<file path="src/rtl/uart_rx_os_if.sv">
// Receive-word stream between uart_rx_os and its consumer.
// master = receiver side, slave = consumer side.
interface uart_rx_os_if #(
    parameter int DATA_WIDTH = 8
);
    logic [DATA_WIDTH-1:0] o_rx_data;
    logic                  o_parity_err;
    logic                  o_frame_err;
    logic                  o_rx_valid;
    logic                  i_rx_ready;

    modport master (
        output o_rx_data,
        output o_parity_err,
        output o_frame_err,
        output o_rx_valid,
        input  i_rx_ready
    );

    modport slave (
        input  o_rx_data,
        input  o_parity_err,
        input  o_frame_err,
        input  o_rx_valid,
        output i_rx_ready
    );
endinterface

</file>
<file path="src/rtl/uart_rx_os.sv">
// 16x oversampling UART receiver with majority voting,
// runtime baud divisor and a show-ahead status FIFO.
module uart_rx_os #(
    parameter int DATA_WIDTH  = 8,
    parameter int PARITY_ON   = 0,
    parameter int PARITY_TYPE = 0,
    parameter int STOP_BITS   = 1,
    parameter int FIFO_DEPTH  = 4,
    parameter int DIV_WIDTH   = 16
) (
    input  logic                        i_clk_sys,
    input  logic                        i_rst,
    input  logic [DIV_WIDTH-1:0]        i_baud_div,
    input  logic                        i_uart_rx,
    uart_rx_os_if.master                rx_if,
    output logic                        o_break,
    output logic                        o_overrun,
    input  logic                        i_clr_ovr,
    output logic [$clog2(FIFO_DEPTH):0] o_fifo_level
);
    localparam int PW = $clog2(FIFO_DEPTH);
    localparam int EW = DATA_WIDTH + 2;
    localparam logic [PW:0] FULL_LVL = (PW + 1)'(FIFO_DEPTH);

    typedef enum logic [2:0] {
        S_IDLE, S_START, S_DATA, S_PARITY, S_STOP, S_WAIT_HIGH
    } state_e;

    logic [1:0]            sync_q;
    logic                  rx_s;
    logic [DIV_WIDTH-1:0]  div_cnt_q;
    logic                  tick;
    state_e                state_q, state_d;
    logic [3:0]            os_cnt_q, os_cnt_d;
    logic [3:0]            bit_cnt_q, bit_cnt_d;
    logic                  stop_cnt_q, stop_cnt_d;
    logic [DATA_WIDTH-1:0] shreg_q, shreg_d;
    logic                  s7_q, s8_q;
    logic                  par_err_q, par_err_d;
    logic                  par_vote_q, par_vote_d;
    logic                  stop0_q, stop0_d;
    logic                  ferr_q, ferr_d;
    logic                  vote, vote_tick, wrap;
    logic                  push, brk;

    logic [EW-1:0]         mem_q [FIFO_DEPTH];
    logic [PW-1:0]         wr_ptr_q, rd_ptr_q;
    logic [PW:0]           level_q, level_d;
    logic                  full, pop, wr_en, ovr_set;
    logic [EW-1:0]         head;

    assign rx_s      = sync_q[1];
    assign tick      = (div_cnt_q == i_baud_div);
    assign vote      = (s7_q & s8_q) | (s7_q & rx_s) | (s8_q & rx_s);
    assign vote_tick = tick && (os_cnt_q == 4'd9);
    assign wrap      = tick && (os_cnt_q == 4'd15);

    always_comb begin
        state_d    = state_q;
        os_cnt_d   = os_cnt_q;
        bit_cnt_d  = bit_cnt_q;
        stop_cnt_d = stop_cnt_q;
        shreg_d    = shreg_q;
        par_err_d  = par_err_q;
        par_vote_d = par_vote_q;
        stop0_d    = stop0_q;
        ferr_d     = ferr_q;
        push       = 1'b0;
        brk        = 1'b0;
        if (tick && state_q != S_IDLE && state_q != S_WAIT_HIGH)
            os_cnt_d = os_cnt_q + 4'd1;
        unique case (state_q)
            S_IDLE: begin
                if (tick && !rx_s) begin
                    state_d    = S_START;
                    os_cnt_d   = 4'd0;
                    bit_cnt_d  = 4'd0;
                    stop_cnt_d = 1'b0;
                    par_err_d  = 1'b0;
                    par_vote_d = 1'b0;
                    stop0_d    = 1'b0;
                    ferr_d     = 1'b0;
                end
            end
            S_START: begin
                if (vote_tick && vote)
                    state_d = S_IDLE;
                else if (wrap)
                    state_d = S_DATA;
            end
            S_DATA: begin
                if (vote_tick) begin
                    shreg_d   = {vote, shreg_q[DATA_WIDTH-1:1]};
                    bit_cnt_d = bit_cnt_q + 4'd1;
                end
                if (wrap && bit_cnt_q == 4'(DATA_WIDTH))
                    state_d = (PARITY_ON != 0) ? S_PARITY : S_STOP;
            end
            S_PARITY: begin
                if (vote_tick) begin
                    par_vote_d = vote;
                    par_err_d  = ((^shreg_q) ^ vote) != 1'(PARITY_TYPE);
                end
                if (wrap)
                    state_d = S_STOP;
            end
            S_STOP: begin
                if (vote_tick) begin
                    ferr_d = ferr_q | ~vote;
                    // Complete on the last stop vote so back-to-back frames re-arm early
                    if (stop_cnt_q == 1'(STOP_BITS - 1)) begin
                        push = 1'b1;
                        brk  = (shreg_q == '0)
                            && (PARITY_ON == 0 || !par_vote_q)
                            && (stop_cnt_q == 1'b0 ? !vote : !stop0_q);
                        state_d = brk ? S_WAIT_HIGH : S_IDLE;
                    end else begin
                        stop0_d    = vote;
                        stop_cnt_d = stop_cnt_q + 1'b1;
                    end
                end
            end
            S_WAIT_HIGH: begin
                if (tick && rx_s)
                    state_d = S_IDLE;
            end
            default: state_d = S_IDLE;
        endcase
    end

    always_ff @(posedge i_clk_sys or posedge i_rst) begin
        if (i_rst) begin
            sync_q     <= 2'b11;
            div_cnt_q  <= '0;
            state_q    <= S_IDLE;
            os_cnt_q   <= 4'd0;
            bit_cnt_q  <= 4'd0;
            stop_cnt_q <= 1'b0;
            shreg_q    <= '0;
            s7_q       <= 1'b1;
            s8_q       <= 1'b1;
            par_err_q  <= 1'b0;
            par_vote_q <= 1'b0;
            stop0_q    <= 1'b0;
            ferr_q     <= 1'b0;
        end else begin
            sync_q     <= {sync_q[0], i_uart_rx};
            div_cnt_q  <= tick ? '0 : div_cnt_q + 1'b1;
            state_q    <= state_d;
            os_cnt_q   <= os_cnt_d;
            bit_cnt_q  <= bit_cnt_d;
            stop_cnt_q <= stop_cnt_d;
            shreg_q    <= shreg_d;
            par_err_q  <= par_err_d;
            par_vote_q <= par_vote_d;
            stop0_q    <= stop0_d;
            ferr_q     <= ferr_d;
            if (tick && os_cnt_q == 4'd7)
                s7_q <= rx_s;
            if (tick && os_cnt_q == 4'd8)
                s8_q <= rx_s;
        end
    end

    // A pop in the same cycle frees the slot, so a push at full still lands
    assign full    = (level_q == FULL_LVL);
    assign pop     = rx_if.o_rx_valid && rx_if.i_rx_ready;
    assign wr_en   = push && (!full || pop);
    assign ovr_set = push && full && !pop;

    always_comb begin
        level_d = level_q;
        if (wr_en && !pop)
            level_d = level_q + 1'b1;
        else if (pop && !wr_en)
            level_d = level_q - 1'b1;
    end

    always_ff @(posedge i_clk_sys or posedge i_rst) begin
        if (i_rst) begin
            wr_ptr_q  <= '0;
            rd_ptr_q  <= '0;
            level_q   <= '0;
            o_overrun <= 1'b0;
        end else begin
            level_q <= level_d;
            if (wr_en)
                wr_ptr_q <= wr_ptr_q + 1'b1;
            if (pop)
                rd_ptr_q <= rd_ptr_q + 1'b1;
            if (ovr_set)
                o_overrun <= 1'b1;
            else if (i_clr_ovr)
                o_overrun <= 1'b0;
        end
    end

    always_ff @(posedge i_clk_sys) begin
        if (wr_en)
            mem_q[wr_ptr_q] <= {ferr_q | ~vote, par_err_q, shreg_q};
    end

    assign head               = mem_q[rd_ptr_q];
    assign rx_if.o_rx_valid   = (level_q != '0);
    assign rx_if.o_rx_data    = rx_if.o_rx_valid ? head[DATA_WIDTH-1:0] : '0;
    assign rx_if.o_parity_err = rx_if.o_rx_valid & head[DATA_WIDTH];
    assign rx_if.o_frame_err  = rx_if.o_rx_valid & head[DATA_WIDTH+1];
    assign o_break            = push & brk;
    assign o_fifo_level       = level_q;
endmodule

</file>
<file path="src/flat_wrapper.sv">
// flat-port wrapper written by rule: the top's interface ports become plain ports
module uart_rx_os_flat 
#(
    parameter int DATA_WIDTH  = 8,
    parameter int PARITY_ON   = 0,
    parameter int PARITY_TYPE = 0,
    parameter int STOP_BITS   = 1,
    parameter int FIFO_DEPTH  = 4,
    parameter int DIV_WIDTH   = 16
)
  (i_clk_sys, i_rst, i_baud_div, i_uart_rx, o_break, o_overrun, i_clr_ovr, o_fifo_level, rx_if_o_rx_data, rx_if_o_parity_err, rx_if_o_frame_err, rx_if_o_rx_valid, rx_if_i_rx_ready);
  uart_rx_os_if #(.DATA_WIDTH(DATA_WIDTH)) rx_if_i ();
  input  logic i_clk_sys;
  input  logic i_rst;
  input  logic [DIV_WIDTH-1:0] i_baud_div;
  input  logic i_uart_rx;
  output logic o_break;
  output logic o_overrun;
  input  logic i_clr_ovr;
  output logic [$clog2(FIFO_DEPTH):0] o_fifo_level;
  output wire logic [$bits(rx_if_i.o_rx_data)-1:0] rx_if_o_rx_data;
  output wire logic [$bits(rx_if_i.o_parity_err)-1:0] rx_if_o_parity_err;
  output wire logic [$bits(rx_if_i.o_frame_err)-1:0] rx_if_o_frame_err;
  output wire logic [$bits(rx_if_i.o_rx_valid)-1:0] rx_if_o_rx_valid;
  input wire logic [$bits(rx_if_i.i_rx_ready)-1:0] rx_if_i_rx_ready;
  assign rx_if_o_rx_data = rx_if_i.o_rx_data;
  assign rx_if_o_parity_err = rx_if_i.o_parity_err;
  assign rx_if_o_frame_err = rx_if_i.o_frame_err;
  assign rx_if_o_rx_valid = rx_if_i.o_rx_valid;
  assign rx_if_i.i_rx_ready = rx_if_i_rx_ready;
  uart_rx_os #(.DATA_WIDTH(DATA_WIDTH), .PARITY_ON(PARITY_ON), .PARITY_TYPE(PARITY_TYPE), .STOP_BITS(STOP_BITS), .FIFO_DEPTH(FIFO_DEPTH), .DIV_WIDTH(DIV_WIDTH)) u_core (.i_clk_sys(i_clk_sys), .i_rst(i_rst), .i_baud_div(i_baud_div), .i_uart_rx(i_uart_rx), .rx_if(rx_if_i), .o_break(o_break), .o_overrun(o_overrun), .i_clr_ovr(i_clr_ovr), .o_fifo_level(o_fifo_level));
endmodule
</file>
<file path="config.mk">
export PLATFORM = sky130hd
export DESIGN_NAME = uart_rx_os_flat
export DESIGN_NICKNAME = d
export VERILOG_FILES = /design/src/rtl/uart_rx_os_if.sv /design/src/rtl/uart_rx_os.sv /design/src/flat_wrapper.sv
export SDC_FILE = /design/constraint.sdc
export NUM_CORES = 1
export LEC_CHECK = 0
export CORE_AREA = 2 2 94 96
export CTS_CLUSTER_DIAMETER = 120
export DETAILED_ROUTE_END_ITERATION = 10
export DIE_AREA = 0 0 96 98
export GPL_ROUTABILITY_DRIVEN = 0
export HOLD_SLACK_MARGIN = 0.08
export PLACE_DENSITY = 0.74
export SYNTH_ARGS = -nofsm -noshare
export SYNTH_HDL_FRONTEND = slang
export SYNTH_SLANG_ARGS = --single-unit
</file>
<file path="constraint.sdc">
create_clock -name i_clk_sys -period 2.6 [get_ports i_clk_sys]
set_clock_uncertainty 0.15 [all_clocks]
set_input_delay 0.52 -clock i_clk_sys [delete_from_list [all_inputs] [get_ports i_clk_sys]]
set_output_delay 0.52 -clock i_clk_sys [all_outputs]
set_load 0.01 [all_outputs]
</file>
## After elaboration in Yosys (flattened, before gate mapping)

Memory sizes are Yosys's and may differ from the RTL's.
Index checks and enable logic that the tools add are counted.

- Register bits: 51
- Memory bits (writable): 40
- Bits of input ports: 21
- Output and inout bits: 16
- Logic and storage cells: 141
- Memories: 1

- Add/sub/neg operators: 8
- Equality and inequality tests: 23
- Multiplexer cells: 42
- Bitwise gates (word level): 11
- Reductions and logical operators: 40

Memories:

| name | depth | bits a word | rd ports | clocked after memory_dff | write ports | RTL line | text |
|---|---|---|---|---|---|---|---|
| u_core.mem_q | 4 | 10 | 1 | 0 | 1 | uart_rx_os.sv:46 | `logic [EW-1:0] mem_q [FIFO_DEPTH];` |

Operators with widths:

| operator | count |
|---|---|
| $mux 3 | 11 |
| $mux 4 | 5 |
| $mux 1 | 18 |
| $pmux 3 s6 | 1 |
| $logic_and 1x1->1 | 17 |
| $add 16x1->16 const B | 1 |
| $eq 16x16->1 | 1 |
| $eq 4x4->1 const B | 4 |
| $mux 16 | 1 |
| $ne 2x1->1 const B | 8 |
| $reduce_bool 2->1 | 5 |
| $eq 3x3->1 const B | 3 |
| $reduce_and 3->1 | 3 |
| $add 4x1->4 const B | 2 |
| $logic_not 8->1 | 1 |
| $mux 8 | 1 |
| $pmux 1 s2 | 4 |
| $pmux 4 s2 | 1 |
| $reduce_xor 8->1 | 1 |
| $reduce_and 7->1 | 1 |
| $and 1x1->1 | 6 |
| $eq 3x2->1 const B | 2 |
| $logic_not 1->1 | 6 |
| $reduce_bool 3->1 | 2 |
| other kinds (16) | 19 |

## Longest topological paths before layout

Gate-level depths: netlist (run 1).

- Depth after elaboration: 10
- Depth in mapped cells: 11
- Depth with buffers taken out: 11

## Least setup slack after synthesis (run 1)

OpenSTA, ideal clock, no wires.

- Kind: in2reg
- From: input i_baud_div[7]
- To: register u_core.level_q[2] (netlist: u_core.o_fifo_level[2])
- Library setup time: 0.079 ns
- Arrival: 2.662 ns
- Data required time: 2.371 ns
- Setup slack: -0.291 ns
- Cell stages on the path: 11
- Path buffers: 0
- Cell sequence: xnor2_1 nand4_1 nor4_4 nand4_1 nor2_1 ha_1 inv_1 fa_1 xor2_1 nor2_1 xor2_1

- Cells in the longest elaborated chain, start to end: 8
- Elaborated cells on any way between the ends: 10
- Classes of those cells: eq/ne (1); mux (3); reduce/logical (6)

RTL lines:

| item | RTL line | text |
|---|---|---|
| start, declared | flat_wrapper.sv:15 | `input logic [DIV_WIDTH-1:0] i_baud_div;` |
| $eq 16x16->1 (*) | uart_rx_os.sv:53 | `assign tick = (div_cnt_q == i_baud_div);` |
| $logic_and 1x1->1 (*) | uart_rx_os.sv:55 | `assign vote_tick = tick && (os_cnt_q == 4'd9);` |
| $mux 1 (*) | uart_rx_os.sv:108 | `if (vote_tick) begin` |
| $mux 1 (*) | uart_rx_os.sv:72 | `unique case (state_q)` |
| $logic_and 1x1->1 (*) | uart_rx_os.sv:168 | `assign wr_en = push && (!full \|\| pop);` |
| via u_core.wr_en | uart_rx_os.sv:49 | `logic full, pop, wr_en, ovr_set;` |
| $logic_not 1->1 | uart_rx_os.sv:175 | `else if (pop && !wr_en)` |
| $logic_and 1x1->1 | uart_rx_os.sv:175 |  |
| $reduce_bool 2->1 (no line) | -- |  |
| end signal, assigned | uart_rx_os.sv:186 | `level_q <= level_d;` |
| end, declared | uart_rx_os.sv:48 | `logic [PW:0] level_q, level_d;` |

Mark *: on every way through the listed nets, which the timed path passes. The rest lies on a longest branch.
A chain may end at the register's enable or synchronous reset.

## Worst setup path after layout (run 1)

- From: register u_core.div_cnt_q[5]
- To: register u_core.level_q[2] (netlist: u_core.o_fifo_level[2])

- Cells in the longest elaborated chain, start to end: 8
- Elaborated cells on any way between the ends: 10
- Classes of those cells: eq/ne (1); mux (3); reduce/logical (6)

RTL lines:

| item | RTL line | text |
|---|---|---|
| start, declared | uart_rx_os.sv:31 | `logic [DIV_WIDTH-1:0] div_cnt_q;` |
| start signal, assigned | uart_rx_os.sv:148 | `div_cnt_q <= tick ? '0 : div_cnt_q + 1'b1;` |
| $eq 16x16->1 (*) | uart_rx_os.sv:53 |  |
| $logic_and 1x1->1 (*) | uart_rx_os.sv:55 |  |
| $mux 1 (*) | uart_rx_os.sv:108 |  |
| $mux 1 (*) | uart_rx_os.sv:72 |  |
| $logic_and 1x1->1 (*) | uart_rx_os.sv:168 |  |
| via u_core.wr_en | uart_rx_os.sv:49 |  |
| $logic_not 1->1 | uart_rx_os.sv:175 |  |
| $logic_and 1x1->1 | uart_rx_os.sv:175 |  |
| $reduce_bool 2->1 (no line) | -- |  |

Marks and branches as above.

==> impl_results.md, run 1 <==
* Worst Setup Start Kind: register
* Crit Path Class: reg -> reg
* Status: finished, violations left
* DRT Pass-1 Iters at 4
* Pwr Total at 2.733 mW
* WHS at 0.2115 ns
* GRT Total Usage at 18.74%
* # diodes at 0
* TNS Setup at -0.5102 ns
* Combinational fraction of design power at 8.0%
* Syn-to-layout area delta at 32.36%
* Site Rows at 34
* Initial Util at 50.33%
* Initial antenna violation count at 0
* Final instance area at 0.005639 mm2
* Final Max Tran Viols at 0
* DP Worst Slack at -0.7993 ns
* Critical Path Fanout Max at 3
* DRC violations left at 0
* Antenna viol nets, final at 0
* Clk slew on worst S/H paths at 0.10 ns
* Mapped Area at 0.004260 mm2
* Pint at 2.080 mW
* Vias in the first global route at 2,858
* Wirelength per Cell at 15.21 um
* Clock Power Share at 36.1%
* Placed cell area at 0.005175 mm2
* Asr flop ratio synth at 55.06%
* Maxcap violations at 0
* Main area contributors after synthesis: edfxtp_1 (28%), dfrtp_1 (26%), xnor2_1 (5.6%)
* Die Area at 0.009408 mm2
* Period utilization at 106.9%
* CTS sink cnt at 89
* Fraction of layout cells with a size suffix above 1 at 29.11%
* Worst r2r src: u_core.div_cnt_q[5]$_DFF_PP0_
* WP data required at 2.73 ns
* Pin count of the biggest net entering global routing at 27
* Post-Route WL at 8486 um
* Latest clock arrival within the worst-skew pair at 0.36 ns
* Synth Flop Type: dfrtp_1
* Post-synthesis area per instance at 12.24 um2
* Leading cell type in the layout, fill and taps excluded: buf_4
* Final Hold Vio Count at 0
* R2R cell count at 12
* Cells after Synth at 348
* Final HPWL DP at 5781 um
* Fin nets at 482
* Sequential-to-total area share from yosys stat at 57.09%
* IO Count at 37
* Die width at 96 um
* Power per Cell Area at 484.6 mW/mm2
* Critical Path End Type: register
* Worst Setup SP: u_core.div_cnt_q[5]$_DFF_PP0_
* Hold path startpoint: u_core.sync_q[0]$_DFF_PP1_
* Final Core Density at 66.61%
* Final cell count without fillers at 558
* Hold Path Class: reg -> reg
* Clock tree buffer depth at 2
* WP data arrival at 2.91 ns
* Failing checks: negative setup slack
* Leak Pwr at 2.493 nW
* First-pass GRT wire length at 13,500 um
* Final worst setup slack at -0.1804 ns
* Via count at 2,954
* Slew HR at 62.74%
* PortBufs at 36
* Maximum vdd ir drop at 282.1 uV
* Fill count at 621
* Synth cell types at 46
* Post-synth EDFFs at 40
* # setup viols final at 10
* Yosys top cell by area: edfxtp_1
* Die Y at 98 um
* Sw power at 652.8 uW
* Crit path time final at 2.780 ns
* Placed insts at 522
* Fmax at 359.7 MHz
* DRT iter0 DRCs at 208
* Num CTS Buffers at 9
* Least-Margin Pin Slew at 0.5581 ns
* Core area at 0.008466 mm2
* Yosys top cell area share at 28.19%
* Grt ovf at 0
* Commonest non-fill, non-tap cells in the layout: buf_4 (49), dfrtp_1 (43), edfxtp_1 (40)
* CTS root buffer: clkbuf_8
* Sw Ratio at 23.88%
* Hold path depth at 0
* Syn_nets at 385
* Via density at 5.294
* H-tree lvl count at 3
* Flop pwr share at 55.8%
* Yosys warning count at 0
* RSZ-0062 raised after global routing: true
* Yosys reg bits at 89
* CTS tree: done
* Hold Buf Count CTS at 0
==> worst paths after layout <==
kind                                                       to  slack [ns]
max                        u_core.o_fifo_level[2]$_DFFE_PP0P_       -0.18
min                                u_core.sync_q[1]$_DFF_PP1_        0.21
max reg2reg                u_core.o_fifo_level[2]$_DFFE_PP0P_       -0.18
min reg2reg                        u_core.sync_q[1]$_DFF_PP1_        0.21
max in group asynchronous      u_core.rd_ptr_q[1]$_DFFE_PP0N_        1.39
min in group asynchronous       u_core.div_cnt_q[2]$_DFF_PP0_        0.37
==> cells in the mapped netlist, types with 2 or more instances <==
master and count:
dfstp_2 4, a21oi_1 7, inv_1 20, and3_1 3, mux2_2 5, nand4_1 9, clkbuf_1 8, buf_2 4
xor2_1 15, nor2b_1 3, nand3_1 16, nor3_1 2, o31ai_1 2, nor3b_1 2, dfrtp_1 45, o21a_1 2
nand2_1 21, edfxtp_1 40, xnor2_1 27, and2_1 15, ha_1 15, or3_1 4, a41o_1 2, nand2b_1 3
o21ai_0 13, nor2_1 32, mux4_2 10
==> final cells by class <==
| type | instances | area [um2] | share of cell area, % |
|---|---|---|---|
| flip-flops and latches | 89 | 2435 | 43.18 |
| repair buffers | 99 | 943.4 | 16.73 |
| well taps | 108 | 135.1 | 2.396 |
| clock buffers | 9 | 123.9 | 2.197 |
| multi-input cells | 226 | 1844 | 32.70 |
| inverters | 20 | 75.07 | 1.331 |
| clock inverters | 7 | 82.58 | 1.464 |
==> power groups by stage <==
stage          sequential, mW  clock [mW]  combinational (mW)
2_1_floorplan            1.56           0               0.105
3_3_place_gp             1.56           0               0.206
3_5_place_dp             1.56           0               0.215
4_1_cts                  1.53        1.01               0.208
5_1_grt                  1.53        1.09               0.244
6_report                 1.53       0.987               0.219
==> kinds of logic after synthesis <==
group / synth area share, %
adder cells (fa/ha/maj): 5.110
buffers and inverters: 3.025
AO/OA/AOI/OAI: 4.758
XOR/XNOR: 8.635
flip-flops: 57.09
AND/OR/NAND/NOR: 14.54
multiplexers: 6.843
==> what timing repair did <==
action,CTS,global route
gates resized for setup,34,42
gates cloned,1,3
endpoints found under the setup margin,55,56
setup buffers,8,9
pin swaps,15,13
==> metal layers <==
metal | share of wire [%] | global-route usage, % | wire, um
met4 | 2.1 | 6.813 | 174
met2 | 52 | 31.84 | 4399
met5 | 0 | 0 | 0
met3 | 3.7 | 3.472 | 312
met1 | 42 | 23.68 | 3600
==> sequential cells by signal (all words and copies together) (netlist names), 3 cells and up <==
register and flops:
u_core.o_fifo_level 3, u_core.div_cnt_q 16, u_core.shreg_q 8, u_core.os_cnt_q 4
u_core.state_q 3, u_core.bit_cnt_q 4, u_core.mem_q 40
==> critical path, stage by stage (launching register included) <==
cell and delay [ns]:
dfrtp_2 0.45, xnor2_2 0.12, nand4_1 0.19, nor4_4 0.36
buf_4 0.17, nand4_1 0.16, nor2_4 0.18, ha_4 0.14
inv_2 0.03, fa_2 0.32, xor2_1 0.14, nor2_1 0.12
xor2_1 0.16
No activity file was read; power rests on OpenSTA's default activity.
==> inputs of run 2 (changes only) <==
- SETUP_SLACK_MARGIN: unset -> 0.05
==> run 2 against run 1 <==
The run still ends with negative setup slack left. Clock-buffer cell count unchanged. Sequential cell count unchanged. Register-to-register slack about the same. Critical path depth unchanged. Clock power about the same. Die area unchanged. Design area unchanged. Worst hold slack about the same. Routed wire length up 0.58%. Non-clock buffer count down 1. Via count up 0.98%. Cell count down 0.18%. Largest cell class unchanged.
==> impl_results.md, run 2 (same netlist as run 1, synthesis figures left out) <==
* Status: finished, violations left
* Failing checks: negative setup slack
* Maxcap violations at 0
* Wirelength per Cell at 15.32 um
* Pint at 2.080 mW
* Reg-to-reg slack, setup at -0.18 ns
* Fraction of layout cells with a size suffix above 1 at 29.62%
* CTS tree: done
* Largest Register: u_core.mem_q
* Pin count of the biggest net entering global routing at 27
* Final cell count without fillers at 557
* # diodes at 0
* WP data arrival at 2.91 ns
* Wire length on met3 at 350 um
* Largest register FFs at 40
* Die Y at 98 um
* Crit Path Class: reg -> reg
* Grt ovf at 0
* Core area at 0.008466 mm2
* Initial antenna violation count at 0
* Placed cell area at 0.005175 mm2
* Hold endpoint: u_core.sync_q[1]$_DFF_PP1_
* CTS sink cnt at 89
* Hold path startpoint: u_core.sync_q[0]$_DFF_PP1_
* Num CTS Buffers at 9
* Commonest non-fill, non-tap cells in the layout: buf_4 (48), dfrtp_1 (43), edfxtp_1 (40)
* Initial Util at 50.33%
* Fill count at 620
* Sw power at 652.1 uW
* Antenna viol nets, final at 0
* Fmax at 360.1 MHz
* Final worst setup slack at -0.1773 ns
* RSZ-0062 raised after global routing: true
* Final HPWL DP at 5781 um
* First-pass GRT wire length at 13,590 um
* Flop pwr share at 55.9%
* Worst r2r src: u_core.div_cnt_q[5]$_DFF_PP0_
* DRT iter0 DRCs at 207
* Worst Setup Start Kind: register
* Via density at 5.355
* Hold path depth at 0
* Max Used Layer: met4
* Syn-to-layout area delta at 32.36%
* Crit path time final at 2.777 ns
* Hold Path Class: reg -> reg
* Leak Pwr at 2.464 nW
* Via count at 2,983
* WP data required at 2.73 ns
* Clock Power Share at 36.1%
* Vias in the first global route at 2,857
* CTS root buffer: clkbuf_8
* Fin nets at 481
* PortBufs at 36
* Crit Reg-Reg Endpoint: u_core.o_fifo_level[2]$_DFFE_PP0P_
* Final Hold Vio Count at 0
* Met1 WL at 3586 um
* Site Rows at 34
* Critical Path End Type: register
* Detail Route met2 WL at 4409 um
* Latest clock arrival within the worst-skew pair at 0.36 ns
* DRT Pass-1 Iters at 5
* Clock tree buffer depth at 2
* Die width at 96 um
* IO Count at 37
* R2R cell count at 12
* TNS Setup at -0.5260 ns
* Sw Ratio at 23.87%
* Top Registers: u_core.mem_q: 40 flops, u_core.div_cnt_q: 16 flops, u_core.shreg_q: 8 flops
* Least-Margin Pin Slew at 0.5532 ns
* Placed insts at 522
* Period utilization at 106.8%
* Critical Path Fanout Max at 3
* Slew HR at 63.07%
* Clk slew on worst S/H paths at 0.09 ns
* Maximum vdd ir drop at 281.6 uV
* DRC violations left at 0
* Power per Cell Area at 484.5 mW/mm2
* Post-Route WL at 8535 um
* Leading cell type in the layout, fill and taps excluded: buf_4
* Combinational fraction of design power at 8.0%
* Die Area at 0.009408 mm2
* H-tree lvl count at 3
* WHS at 0.2118 ns
* Final Core Density at 66.61%
* Hold Buf Count CTS at 0
* GRT Total Usage at 18.87%
* Final Max Tran Viols at 0
* Final instance area at 0.005639 mm2
* # setup viols final at 7
[run 2: cell types whose count changed in the layout (fill, tap and decap cells not counted), sizes merged]
cell / previous run / this run
dlygate4sd2: 20 / 13
clkdlybuf4s15: 1 / 7
[run 2: final cells by class]
type | count | area, um2 | area share, %
clock buffer | 9 | 123.9 | 2.197
clock inverter | 7 | 82.58 | 1.464
inverter | 20 | 75.07 | 1.331
multi-input combinational | 226 | 1848 | 32.77
sequential | 89 | 2435 | 43.18
tap | 108 | 135.1 | 2.396
timing repair buffer | 98 | 939.7 | 16.66
[run 2: per-layer routing]
layer  global-route usage [%]  up-vias
met3                    3.472       21
met2                    32.10       92
met1                    24.00     1455
met5                        0        -
li1                         -     1415
met4                    6.484        0
[run 2: worst max path at each step]
stage	from	endpoint	slack, ns
6_report	u_core.div_cnt_q[5]$_DFF_PP0_	u_core.o_fifo_level[2]$_DFFE_PP0P_	-0.18
5_1_grt	u_core.div_cnt_q[5]$_DFF_PP0_	u_core.o_fifo_level[2]$_DFFE_PP0P_	-0.34
4_1_cts	u_core.div_cnt_q[3]$_DFF_PP0_	u_core.o_fifo_level[2]$_DFFE_PP0P_	-0.21
3_5_place_dp	i_baud_div[12]	u_core.o_fifo_level[2]$_DFFE_PP0P_	-0.80
3_3_place_gp	i_baud_div[5]	u_core.o_fifo_level[2]$_DFFE_PP0P_	-0.66
2_1_floorplan	i_baud_div[5]	u_core.o_fifo_level[2]$_DFFE_PP0P_	-0.12
[run 2: timing repair]
| action | 4_1_cts | 5_1_grt |
|---|---|---|
| buffers inserted | 8 | 8 |
| pin swaps | 16 | 13 |
| gates resized for setup | 41 | 45 |
| gates cloned | 1 | 3 |
| hold endpoints to repair | 0 | 0 |
| endpoints found under the setup margin | 61 | 70 |
[run 2: worst max-delay path, stage by stage, from the launching register on]
cell     delay (ns)
dfrtp_2        0.45
xnor2_2        0.12
nand4_1        0.19
nor4_4         0.35
buf_4          0.17
nand4_1        0.16
nor2_4         0.18
ha_4           0.14
inv_2          0.03
fa_2           0.32
xor2_1         0.14
nor2_1         0.12
xor2_1         0.16
[run 2: power groups by stage]
stage	Sequential, mW	Combinational, mW	Clock [mW]
2_1_floorplan	1.56	0.105	0
3_3_place_gp	1.56	0.206	0
3_5_place_dp	1.56	0.215	0
4_1_cts	1.53	0.208	1.01
5_1_grt	1.53	0.244	1.09
6_report	1.53	0.218	0.987
[run 2: stage by stage]
stage | power, mW | worst slack, ns
final | 2.732 | -0.1773
after global routing | 2.861 | -0.3426
after CTS | 2.749 | -0.2094
after detailed placement | 1.770 | -0.7993
after global placement | 1.761 | -0.6609
after floorplan | 1.663 | -0.1222
